--- src/rtl/key_schedule_stream.sv ---
// Streaming key schedule: expands one master key into ROUND round keys behind a
// valid/ready handshake. Define KS_REPLAY_EN to add a key bank and a replay input.
module key_schedule_stream #(
    parameter int ROUND    = 5,
    parameter int KEY_SIZE = 128,
    parameter int ROT      = 13,
    localparam int IDX_W   = (ROUND > 2) ? $clog2(ROUND) : 1
) (
    input  logic                clk,
    input  logic                reset_n,
    input  logic                tvalid,
    output logic                tready,
    input  logic [KEY_SIZE-1:0] key,
    output logic                valid,
    input  logic                rk_ready,
    output logic [KEY_SIZE-1:0] rk,
    output logic [IDX_W-1:0]    rk_idx,
    output logic                rk_last
`ifdef KS_REPLAY_EN
    ,
    input  logic                replay
`endif
);

    localparam logic [IDX_W-1:0] LAST_IDX = IDX_W'(ROUND - 1);

    typedef enum logic {
        IDLE,
        RUN
    } state_t;

    state_t state;
    state_t state_nxt;

    logic                start_key;
    logic                advance;
    logic [IDX_W-1:0]    idx_inc;
    logic [KEY_SIZE-1:0] sched_key;
    logic [KEY_SIZE-1:0] next_rk;

    function automatic logic [KEY_SIZE-1:0] rotl(input logic [KEY_SIZE-1:0] k);
        return (k << ROT) | (k >> (KEY_SIZE - ROT));
    endfunction

    // i+1 never exceeds ROUND-1, so the incremented index zero-extends cleanly.
    assign idx_inc   = rk_idx + IDX_W'(1);
    assign sched_key = rotl(rk) ^ KEY_SIZE'(idx_inc);

`ifdef KS_REPLAY_EN
    logic                start_replay;
    logic                replay_mode;
    logic                key_loaded;
    logic [KEY_SIZE-1:0] bank [ROUND];

    assign next_rk = replay_mode ? bank[idx_inc] : sched_key;
`else
    assign next_rk = sched_key;
`endif

    // NOTE: sequential state uses non-blocking assignments so every register
    // samples pre-edge values regardless of block ordering.
    always_ff @(posedge clk or negedge reset_n) begin
        if (!reset_n) begin
            state <= IDLE;
        end else begin
            state <= state_nxt;
        end
    end

    // NOTE: every output of this block gets a default first so no path can
    // leave a signal unassigned and infer a latch.
    always_comb begin
        state_nxt = state;
        tready    = 1'b0;
        valid     = 1'b0;
        start_key = 1'b0;
        advance   = 1'b0;
`ifdef KS_REPLAY_EN
        start_replay = 1'b0;
`endif
        case (state)
            IDLE: begin
                tready = 1'b1;
                if (tvalid) begin
                    start_key = 1'b1;
                    state_nxt = RUN;
                end
`ifdef KS_REPLAY_EN
                else if (replay && key_loaded) begin
                    start_replay = 1'b1;
                    state_nxt    = RUN;
                end
`endif
            end
            RUN: begin
                valid = 1'b1;
                if (rk_ready) begin
                    if (rk_idx == LAST_IDX) begin
                        state_nxt = IDLE;
                    end else begin
                        advance = 1'b1;
                    end
                end
            end
            default: state_nxt = IDLE;
        endcase
    end

    assign rk_last = valid && (rk_idx == LAST_IDX);

    always_ff @(posedge clk or negedge reset_n) begin
        if (!reset_n) begin
            rk     <= '0;
            rk_idx <= '0;
        end else if (start_key) begin
            rk     <= key;
            rk_idx <= '0;
        end
`ifdef KS_REPLAY_EN
        else if (start_replay) begin
            rk     <= bank[0];
            rk_idx <= '0;
        end
`endif
        else if (advance) begin
            rk     <= next_rk;
            rk_idx <= idx_inc;
        end
    end

`ifdef KS_REPLAY_EN
    // NOTE: the bank is reset explicitly because stored keys must not survive a
    // reset; this forces flops rather than a RAM macro.
    always_ff @(posedge clk or negedge reset_n) begin
        if (!reset_n) begin
            for (int i = 0; i < ROUND; i++) begin
                bank[i] <= '0;
            end
            replay_mode <= 1'b0;
            key_loaded  <= 1'b0;
        end else if (start_key) begin
            bank[0]     <= key;
            replay_mode <= 1'b0;
            key_loaded  <= 1'b1;
        end else if (start_replay) begin
            replay_mode <= 1'b1;
        end else if (advance && !replay_mode) begin
            bank[idx_inc] <= sched_key;
        end
    end
`endif

endmodule

--- config.mk ---
export PLATFORM = sky130hd
export DESIGN_NAME = key_schedule_stream
export DESIGN_NICKNAME = d
export VERILOG_FILES = /design/src/rtl/key_schedule_stream.sv
export SDC_FILE = /design/constraint.sdc
export NUM_CORES = 1
export LEC_CHECK = 0
export ABC_AREA = 1
export BUFFER_PORTS_ARGS = -buffer_cell sky130_fd_sc_hd__buf_2
export CORE_MARGIN = 2
export CORE_UTILIZATION = 51
export CTS_CLUSTER_DIAMETER = 120
export CTS_CLUSTER_SIZE = 40
export DETAILED_ROUTE_END_ITERATION = 8
export PLACE_DENSITY = 0.95
export SYNTH_ARGS = -nofsm -noshare
export SYNTH_HDL_FRONTEND = slang
export SYNTH_SLANG_ARGS = --single-unit
--- constraint.sdc ---
create_clock -name clk -period 4.75 [get_ports clk]
set_input_delay 0.95 -clock clk [delete_from_list [all_inputs] [get_ports clk]]
set_output_delay 0.95 -clock clk [all_outputs]
set_load 0.03 [all_outputs]
# Word level (Yosys, flattened, before mapping)
# Index checks and enable logic that the tools add are counted.
[totals]
in_bits = 132
out_inout_bits = 134
elab_cells = 23
regBits = 132
[op_classes]
n_reduce_logical = 2
bitwise = 3
n_mux = 13
n_addsub = 1
eq_ne = 1
[ops]
columns = ["op", "count"]
rows = [
  ["$mux W128", 2],
  ["$or A128 B13 Y128", 1],
  ["$xor A128 B3 Y128", 1],
  ["$mux W1", 8],
  ["$mux W3", 2],
  ["$add A3 B1 Y3 const B", 1],
  ["$eq A3 B3 Y1 const B", 1],
  ["$pmux W1 S2", 1],
  ["$reduce_bool A2 Y1", 1],
  ["$logic_and A1 B1 Y1", 1],
  ["$not A1 Y1", 1],
]

# Logic depth before layout (Yosys ltp)
# Gate-level depths: netlist of run 1.
[depth]
word_depth = 6
ltp_mapped = 10
ltp_nobuf = 8

# Least setup slack after synthesis of run 1
# Ideal clock, no wire load.
[synth_path]
path_kind = "flip-flop to output port"
from = "reg rk_idx[0]"
to = "out rk_last"
arrival_time_ns = 1.320
path_stages_with_launch = 5
path_buffers = 0
slack_ns = 2.480
t_required_ns = 3.800
path_cell_list = "dfrtp_1 -> inv_1 -> ha_1 -> nand2_1 -> nor2_1"
[synth_via]
elab_chain_cells = 2
[synth_lines]
columns = ["item", "line_no", "text"]
rows = [
  ["from (decl)", "17", "output logic [IDX_W-1:0] rk_idx,"],
  ["from (signal assigned)", "127", "rk_idx <= idx_inc;"],
  ["$eq A3 B3 Y1", "109", "assign rk_last = valid && (rk_idx == LAST_IDX);"],
  ["$logic_and A1 B1 Y1", "109", ""],
  ["to (decl)", "18", "output logic rk_last"],
]
# Every way passes these cells.

# Final worst setup path of run 1
[layout_path]
from = "in tvalid"
to = "reg rk[20]"
[layout_via]
elab_chain_cells = 3
elab_cells_between_ends = 4
cone_classes = "3 x mux; 1 x reduce/logical"
[layout_lines]
columns = ["item", "line_no", "text"]
rows = [
  ["from (decl)", "11", "input logic tvalid,"],
  ["$mux W1 (*)", "84", "if (tvalid) begin"],
  ["$mux W1 (*)", "81", "case (state)"],
  ["$mux W128 or $reduce_bool A2 Y1 (tied branches)", "n/a", ""],
  ["to (signal assigned)", "116", "rk <= key;"],
  ["to (signal assigned)", "126", "rk <= next_rk;"],
  ["to (decl)", "16", "output logic [KEY_SIZE-1:0] rk,"],
]
# Mark *: on every way between the ends. The rest lies on a longest branch, timed or not.
# A chain may end at the register's enable or synchronous reset.

==> results of run 1 <==
-- cells by family after synthesis --
family          count (synthesis)
simple gates                  537
flops                         132
buf+inv                        54
compound gates                  5
xor+xnor                        2
fa+ha+maj                       2
-- path summary, 6_finish.rpt --
path	startpoint	end	slack (ns)	depth (start not counted)
worst max-delay path	tvalid	rk[20]	1.81	7
worst min-delay path	rk[122]	rk[122]	0.50	2
worst max register to register	rk_idx[0]	rk[20]	1.89	9
worst min register to register	rk[122]	rk[122]	0.50	2
max in group asynchronous	reset_n	state	3.16	2
min in group asynchronous	reset_n	rk[58]	0.67	1
-- final cells by class --
cell class	count	share of cell area, %
Clock buffer	22	6.25
Inverter	14	0.711
Sequential cell	132	42.6
Clock inverter	10	1.03
Tap cell	143	2.31
Timing Repair Buffer	270	17.7
Multi-Input combinational cell	546	29.4
-- metrics by stage --
stage,cell area (µm²),total power [mW],instances,util [%]
finish,7750,5.80,1137,68.7
floorplan,5840,3.68,732,-
detailed placement,7180,4.54,1105,63.7
CTS,7750,5.80,1137,68.7
global placement,7180,4.46,1105,63.7
global route,7750,6.11,1137,68.7
-- registers in the layout (all words and copies together) (netlist names) --
| signal | cells |
|---|---|
| rk | 128 |
| rk_idx | 3 |
| state | 1 |
-- worst max-delay path: cells and delay by family --
kind                   cells  cell delay [ns]
and+or+nand+nor            4             1.26
buffers and inverters      3             1.01
-- synthesized netlist by cell type, drive strengths merged --
| cell | count |
|---|---|
| xnor2 | 2 |
| buf | 33 |
| a21oi | 1 |
| nand2 | 387 |
| dfrtp | 132 |
| nand3 | 132 |
| o21bai | 1 |
| inv | 14 |
| ha | 2 |
| o21ai | 3 |
| nand3b | 1 |
| or2 | 1 |
| nor2 | 16 |
| clkbuf | 7 |
-- layer usage --
metal	up-vias	global-route usage, %
met5	-	0
met2	443	49.7
met1	2823	40.5
met4	0	14.9
met3	53	6.78
li1	2814	-
-- power groups by stage --
stage	combinational, mW	clock (mW)	sequential (mW)
final	2.55	1.25	2.01
after global routing	2.75	1.32	2.05
after CTS	2.55	1.26	1.99
after detailed placement	2.54	0	2.00
after global placement	2.47	0	1.99
after floorplan	0.944	0	2.74
==> insert_results.sql, run 1 <==
INSERT INTO impl_metrics (metric_group, metric, value, unit) VALUES
('die', 'pin_count', '266', ''),
('final_layout', 'layout_commonest_cell', 'sky130_fd_sc_hd__nand2_1', ''),
('timing', 'final_max_slew_viol_count', '0', ''),
('drt', 'm1WireLength', '7.20', 'mm'),
('drt', 'drtIter0Drc', '898', ''),
('final_layout', 'layout_common_cells', 'sky130_fd_sc_hd__nand2_1 (386), sky130_fd_sc_hd__buf_2 (264), sky130_fd_sc_hd__nand3_1 (132), sky130_fd_sc_hd__dfrtp_1 (132), sky130_fd_sc_hd__clkbuf_16 (17)', ''),
('clock_tree', 'cts_inserted_buffers', '17', ''),
('synth', 'synth_top_area_share', '56.6', '%'),
('synth', 'ys_top_cells_by_area', 'sky130_fd_sc_hd__dfrtp_1 (57%), sky130_fd_sc_hd__nand2_1 (25%), sky130_fd_sc_hd__nand3_1 (11%)', ''),
('timing', 'grt_setup_unrepaired', 'no', ''),
('synth', 'synth_mux_area_share', '0', '%'),
('status', 'result_of_the_run', 'finished, final reports clean', ''),
('synth', 'netlist_area', '5840', 'µm²'),
('clock_tree', 'post_cts_resize_count', '0', ''),
('final_layout', 'final-seq-area', '3300', 'µm²'),
('timing', 'finalCritPeriodShare', '61.8', '%'),
('timing', 'fin_setup_tns', '0', 'ns'),
('synth', 'post_synth_xor_area_fraction', '0.300', '%'),
('synth', 'synth-adder-area-share', '0.429', '%'),
('timing', 'timing.fmax', '341', 'MHz'),
('synth', 'synth_simple_gate_area_share', '37.7', '%'),
('drt', 'detailroute.via_count', '6133', ''),
('global_routing', 'grt_antenna_before_repair', '0', ''),
('pwr', 'internal-power', '3.05', 'mW'),
('final_layout', 'final_layout_size_suffix_gt1_share', '31.0', '%'),
('timing', 'hold_violation_total_from_the_final_report', '0', ''),
('pwr', 'power.sequential.fraction', '34.6', '%'),
('drt', 'met3_length', '1.84', 'mm'),
('clock_tree', 'ctsHoldBuffers', '0', ''),
('timing', 'finalWorstSetupSlack', '1.81', 'ns'),
('synth', 'syn-instance-count', '732', ''),
('pwr', 'power.ir.vdd_worst', '0.513', 'mV'),
('setup_path', 'worst-setup-path-type', 'in2reg', ''),
('final_layout', 'num-nets-final', '1115', ''),
('final_layout', 'flow.area_growth_from_synthesis', '32.7', '%'),
('global_routing', 'global_route.overflow_total', '0', ''),
('synth', 'cell_type_with_the_highest_aggregate_area_in_the_netlist', 'sky130_fd_sc_hd__dfrtp_1', ''),
('setup_path', 'critical_path_peak_fanout', '71', ''),
('synth', 'synth-compound-area-share', '0.472', '%'),
('placement', 'place_ws', '1.45', 'ns'),
('drt', 'finalWirelength', '18.7', 'mm'),
('drt', 'highest_layer', 'met4', ''),
('drt', 'routed_wire_length_per_instance', '16.5', 'µm'),
('setup_path', 'worst_setup_sp_type', 'input pin', ''),
('drt', 'drc', '0', ''),
('final_layout', 'antenna_cells_inserted', '0', ''),
('synth', 'synth_fp_nets', '866', ''),
('synth', 'synth_warnings', '0', ''),
('setup_path', 'critical_path_required', '5.10', 'ns'),
('clock_tree', 'cts_max_path_buffers', '2', ''),
('clock_tree', 'clkSinkCount', '132', ''),
('timing', 'worst_skew', '0.00449', 'ns'),
('clock_tree', 'clk_pin_slew', '0.06', 'ns'),
('pwr', 'pwr-share-comb', '43.9', '%'),
('timing', 'timing.final.setup_violations', '0', ''),
('die', 'rows', '39', ''),
('placement', 'dpl.hpwl', '13.0', 'mm'),
('pwr', 'power.switching_fraction', '47.4', '%'),
('final_layout', 'n_fill_cell', '880', ''),
('die', 'die_ar', '12300', 'µm²'),
('synth', 'dominant_combinational_cell_family_by_area_after_synthesis', 'simple AND/OR/NAND/NOR gates', ''),
('timing', 'layout_min_cycle_time', '2.94', 'ns'),
('global_routing', 'grt_max_degree', '109', ''),
('drt', 'final_antenna_net_count', '0', ''),
('clock_tree', 'clock_tree.htree_level_count', '4', ''),
('synth', 'synth_seq_area_share', '56.6', '%'),
('final_layout', 'multiInputGateArea', '2270', 'µm²'),
('drt', 'drtPass1Iterations', '5', ''),
('setup_path', 'cp.arrival', '3.29', 'ns'),
('hold_path', 'hold_path_class', 'reg2reg', ''),
('synth', 'synth_cell_types', '19', '');
Note: power is estimated with default switching activity, not from simulation.
==> run 2, diff against run 1 <==
--- a/config.mk
+++ b/config.mk
@@ -5,14 +5,14 @@
 export SDC_FILE = /design/constraint.sdc
 export NUM_CORES = 1
 export LEC_CHECK = 0
-export ABC_AREA = 1
+export ABC_AREA = 0
 export BUFFER_PORTS_ARGS = -buffer_cell sky130_fd_sc_hd__buf_2
 export CORE_MARGIN = 2
-export CORE_UTILIZATION = 51
+export CORE_UTILIZATION = 43
 export CTS_CLUSTER_DIAMETER = 120
 export CTS_CLUSTER_SIZE = 40
 export DETAILED_ROUTE_END_ITERATION = 8
-export PLACE_DENSITY = 0.95
+export PLACE_DENSITY = 0.86
 export SYNTH_ARGS = -nofsm -noshare
 export SYNTH_HDL_FRONTEND = slang
 export SYNTH_SLANG_ARGS = --single-unit
==> constraint.sdc (replaced) <==
create_clock -name clk -period 2.65 [get_ports clk]
set_input_delay 0.53 -clock clk [delete_from_list [all_inputs] [get_ports clk]]
set_output_delay 0.53 -clock clk [all_outputs]
set_load 0.03 [all_outputs]
==> run 2 against run 1 <==
Worst setup slack worse by 1.3 ns; cell area is 1.8% higher; flip-flop and latch count stayed put; cell count is 20% lower; combinational power is 100% higher; die area is 19% higher; clock skew is 0.0080 ns higher.
==> insert_results.sql, run 2 <==
INSERT INTO impl_metrics (metric_group, metric, value, unit) VALUES
('status', 'result_of_the_run', 'finished, final reports clean', ''),
('drt', 'drtIter0Drc', '668', ''),
('timing', 'tightestPinTransition', '0.763', 'ns'),
('synth', 'synth_cell_types', '27', ''),
('synth', 'synth_mux_area_share', '0.360', '%'),
('synth', 'ys_top_cells_by_area', 'sky130_fd_sc_hd__dfrtp_1 (56%), sky130_fd_sc_hd__a221o_1 (20%), sky130_fd_sc_hd__and3_1 (12%)', ''),
('timing', 'final_max_slew_viol_count', '0', ''),
('drt', 'final_antenna_net_count', '0', ''),
('placement', 'place_ws', '0.775', 'ns'),
('clock_tree', 'post_cts_buffers', '0', ''),
('final_layout', 'flip_flop_count_of_the_largest_register_all_copies_and_words_added', '128', ''),
('clock_tree', 'cts_inserted_buffers', '17', ''),
('clock_tree', 'post_cts_resize_count', '0', ''),
('synth', 'post_synth_xor_area_fraction', '0.594', '%'),
('final_layout', 'num-nets-final', '861', ''),
('final_layout', 'antenna_cells_inserted', '0', ''),
('timing', 'grt_setup_unrepaired', 'no', ''),
('final_layout', 'flow.area_growth_from_synthesis', '33.6', '%'),
('drt', 'detail_route.vias_per_cell', '6.11', ''),
('clock_tree', 'cts_max_path_buffers', '2', ''),
('die', 'die_ar', '14700', 'µm²'),
('final_layout', 'registers.top_by_ff_count', 'rk', ''),
('setup_path', 'worst-r2r-setup-slack', '0.73', 'ns'),
('final_layout', 'layout_commonest_cell', 'sky130_fd_sc_hd__buf_2', ''),
('clock_tree', 'clk_pin_slew', '0.06', 'ns'),
('global_routing', 'grt_max_degree', '74', ''),
('setup_path', 'cp.arrival', '1.65', 'ns'),
('drt', 'highest_layer', 'met4', ''),
('placement', 'gp_congestion', '0.873', ''),
('setup_path', 'timing.critical_path.cells', 'inv_1, ha_1, nand2_4, nor2_1, buf_2', ''),
('pwr', 'p_leak', '4.44', 'nW'),
('synth', 'netlist_area', '5900', 'µm²'),
('timing', 'timing.final.setup_violations', '0', ''),
('clock_tree', 'clock_tree.htree_level_count', '4', ''),
('synth', 'synth_enable_flop_cells', '0', ''),
('hold_path', 'hold_path_class', 'in2async', ''),
('global_routing', 'groute.usage.overall', '26.5', '%'),
('synth', 'synth-compound-area-share', '22.4', '%'),
('timing', 'fin_setup_tns', '0', 'ns'),
('timing', 'finalCritPeriodShare', '82.2', '%'),
('drt', 'drc', '0', ''),
('clock_tree', 'clock-root-buffer', 'sky130_fd_sc_hd__clkbuf_16', ''),
('synth', 'synth_top_area_share', '56.0', '%'),
('clock_tree', 'tritoncts', 'built', ''),
('final_layout', 'final_layout_size_suffix_gt1_share', '42.4', '%'),
('global_routing', 'global_route.overflow_total', '0', ''),
('die', 'rows', '42', ''),
('synth', 'synth_seq_area_share', '56.0', '%'),
('die', 'pin_count', '266', ''),
('job', 'maxCapViolations', '0', ''),
('synth', 'synth_top_flop_cell', 'sky130_fd_sc_hd__dfrtp_1', ''),
('synth', 'most_instantiated_library_cell_after_synthesis', 'sky130_fd_sc_hd__dfrtp_1', ''),
('final_layout', 'layout_common_cells', 'sky130_fd_sc_hd__buf_2 (264), sky130_fd_sc_hd__dfrtp_1 (132), sky130_fd_sc_hd__a221o_1 (118)', ''),
('die', 'die_w', '121', 'µm'),
('pwr', 'power.ir.vdd_worst', '0.726', 'mV'),
('setup_path', 'worst_setup_path_end_kind', 'output pin', ''),
('synth', 'synth-adder-area-share', '0.424', '%'),
('synth', 'syn-instance-count', '488', ''),
('timing', 'layout_min_cycle_time', '2.18', 'ns'),
('synth', 'dominant_combinational_cell_family_by_area_after_synthesis', 'compound AO/OA/AOI/OAI gates', ''),
('clock_tree', 'ctsHoldBuffers', '0', ''),
('final_layout', 'largestRegisters', 'rk x128, rk_idx x3, state x1', ''),
('synth', 'ys_ff_latch', '132', ''),
('setup_path', 'critical_path_required', '2.12', 'ns'),
('die', 'initial_core_util', '44.2', '%'),
('global_routing', 'grt_antenna_before_repair', '0', ''),
('clock_tree', 'clkSinkCount', '132', ''),
('setup_path', 'r2r.worst_path.cells', '6', ''),
('synth', 'synth_fp_nets', '622', ''),
('placement', 'dpl.hpwl', '13.7', 'mm'),
('timing', 'hold_violation_total_from_the_final_report', '0', ''),
('drt', 'detailroute.via_count', '5584', ''),
('setup_path', 'worst_setup_sp_type', 'flop', ''),
('final_layout', 'n_fill_cell', '1144', ''),
('synth', 'synth_simple_gate_area_share', '14.7', '%'),
('synth', 'synth_area_per_cell', '12.1', 'µm²'),
('setup_path', 'worst-setup-path-type', 'reg2out', ''),
('synth', 'synth.top_cells.by_count', 'sky130_fd_sc_hd__dfrtp_1 (132), sky130_fd_sc_hd__a221o_1 (118), sky130_fd_sc_hd__and3_1 (115), sky130_fd_sc_hd__clkbuf_1 (33)', ''),
('synth', 'cell_type_with_the_highest_aggregate_area_in_the_netlist', 'sky130_fd_sc_hd__dfrtp_1', ''),
('placement', 'buffer_ports.inserted', '265', ''),
('drt', 'met3_length', '1.92', 'mm'),
('drt', 'm1WireLength', '8.13', 'mm'),
('setup_path', 'cpMaxStageDelayCell', 'sky130_fd_sc_hd__dfrtp_1', ''),
('clock_tree', 'clock_insertion_delay_at_the_later_pin_of_the_skew_report', '0.42', 'ns'),
('setup_path', 'critical_path_peak_fanout', '23', ''),
('drt', 'met2_wirelength', '9.33', 'mm'),
('setup_path', 'cp_slowest_stage_delay', '0.43', 'ns'),
('drt', 'drtPass1Iterations', '5', ''),
('timing', 'timing.fmax', '459', 'MHz'),
('setup_path', 'r2r-start', 'rk_idx[0]', ''),
('drt', 'routed_wire_length_per_instance', '21.7', 'µm'),
('global_routing', 'grt_pass1_wl', '29.3', 'mm'),
('timing', 'timing.max_slew.rel_slack', '49.1', '%'),
('die', 'fp.dieH', '121', 'µm'),
('synth', 'synthArstFlopShare', '100', '%'),
('synth', 'synth_warnings', '0', ''),
('setup_path', 'crit-reg2reg-capture', 'rk[122]', ''),
('global_routing', 'via_count_of_the_first_global_routing_pass', '5051', ''),
('die', 'core_area', '13300', 'µm²'),
('pwr', 'power-per-cell-area', '1410', 'nW/µm²'),
('timing', 'finalWorstSetupSlack', '0.471', 'ns'),
('timing', 'worst_skew', '0.0125', 'ns'),
('drt', 'finalWirelength', '19.8', 'mm');
-- run 2: cell types whose count changed in the layout (fill, tap and decap cells not counted), moves of 3 or more --
cell / change
sky130_fd_sc_hd__o21ai_0: +5
sky130_fd_sc_hd__and3_1: +115
sky130_fd_sc_hd__buf_4: +4
sky130_fd_sc_hd__a221o_1: +118
sky130_fd_sc_hd__clkinv_2: -3
sky130_fd_sc_hd__nand2_1: -384
sky130_fd_sc_hd__inv_1: -6
sky130_fd_sc_hd__nand3_1: -123
sky130_fd_sc_hd__a31oi_1: +8
sky130_fd_sc_hd__buf_12: +3
-- run 2: cell type report --
cell class	count	area (µm²)	area share, %
sequential	132	3300	41.9
multi-input combinational	294	2290	29.1
timing repair buffer	277	1460	18.5
clock buffer	20	457	5.79
tap	176	220	2.79
clock inverter	10	133	1.68
inverter	5	18.8	0.238
-- run 2: worst max-delay path by stage --
stage / startpoint / end / slack, ns / depth (start not counted)
after floorplan: rk_idx[0] / rk_last / 0.42 / 6
after global placement: rk_idx[0] / rk[29] / 0.84 / 6
after detailed placement: rk_idx[0] / rk[122] / 0.77 / 6
after CTS: rk_idx[0] / rk_last / 0.47 / 5
after global routing: rk_idx[1] / rk_last / 0.38 / 5
final: rk_idx[0] / rk_last / 0.47 / 5
-- run 2: critical path, delay by kind of cell (launching register included) --
kind	cells	cell delay [ns]
simple gates	2	0.31
fa+ha+maj	1	0.21
buf+inv	2	0.28
flops	1	0.43
-- run 2: power by group --
part / total [mW] / switching, mW / internal (mW)
clock network: 2.36 / 0.853 / 1.51
registers: 3.64 / 0.808 / 2.84
logic: 5.10 / 3.27 / 1.83
total: 11.1 / 4.93 / 6.18
-- run 2: stage by stage --
stage	hold WS (ns)	power (mW)	std cells	util, %	cell area (µm²)
2_1_floorplan	0.234	7.09	488	-	5900
3_3_place_gp	0.495	8.62	884	54.6	7290
3_5_place_dp	0.490	8.71	884	54.6	7290
4_1_cts	0.0512	11.1	914	59.1	7880
5_1_grt	0.0780	11.6	914	59.1	7880
6_report	0.0472	11.1	914	59.1	7880
-- run 2: routing by layer --
metal  global-route usage [%]  vias to the layer above
met3                     6.58                       34
met2                     40.6                      353
li1                         -                     2427
met5                        0                        -
met1                     37.1                     2770
met4                     8.84                        0
-- run 2: cells by family after synthesis --
family,Yosys count
flops,132
simple gates,147
compound gates,139
mux,2
xor+xnor,4
buf+inv,62
fa+ha+maj,2
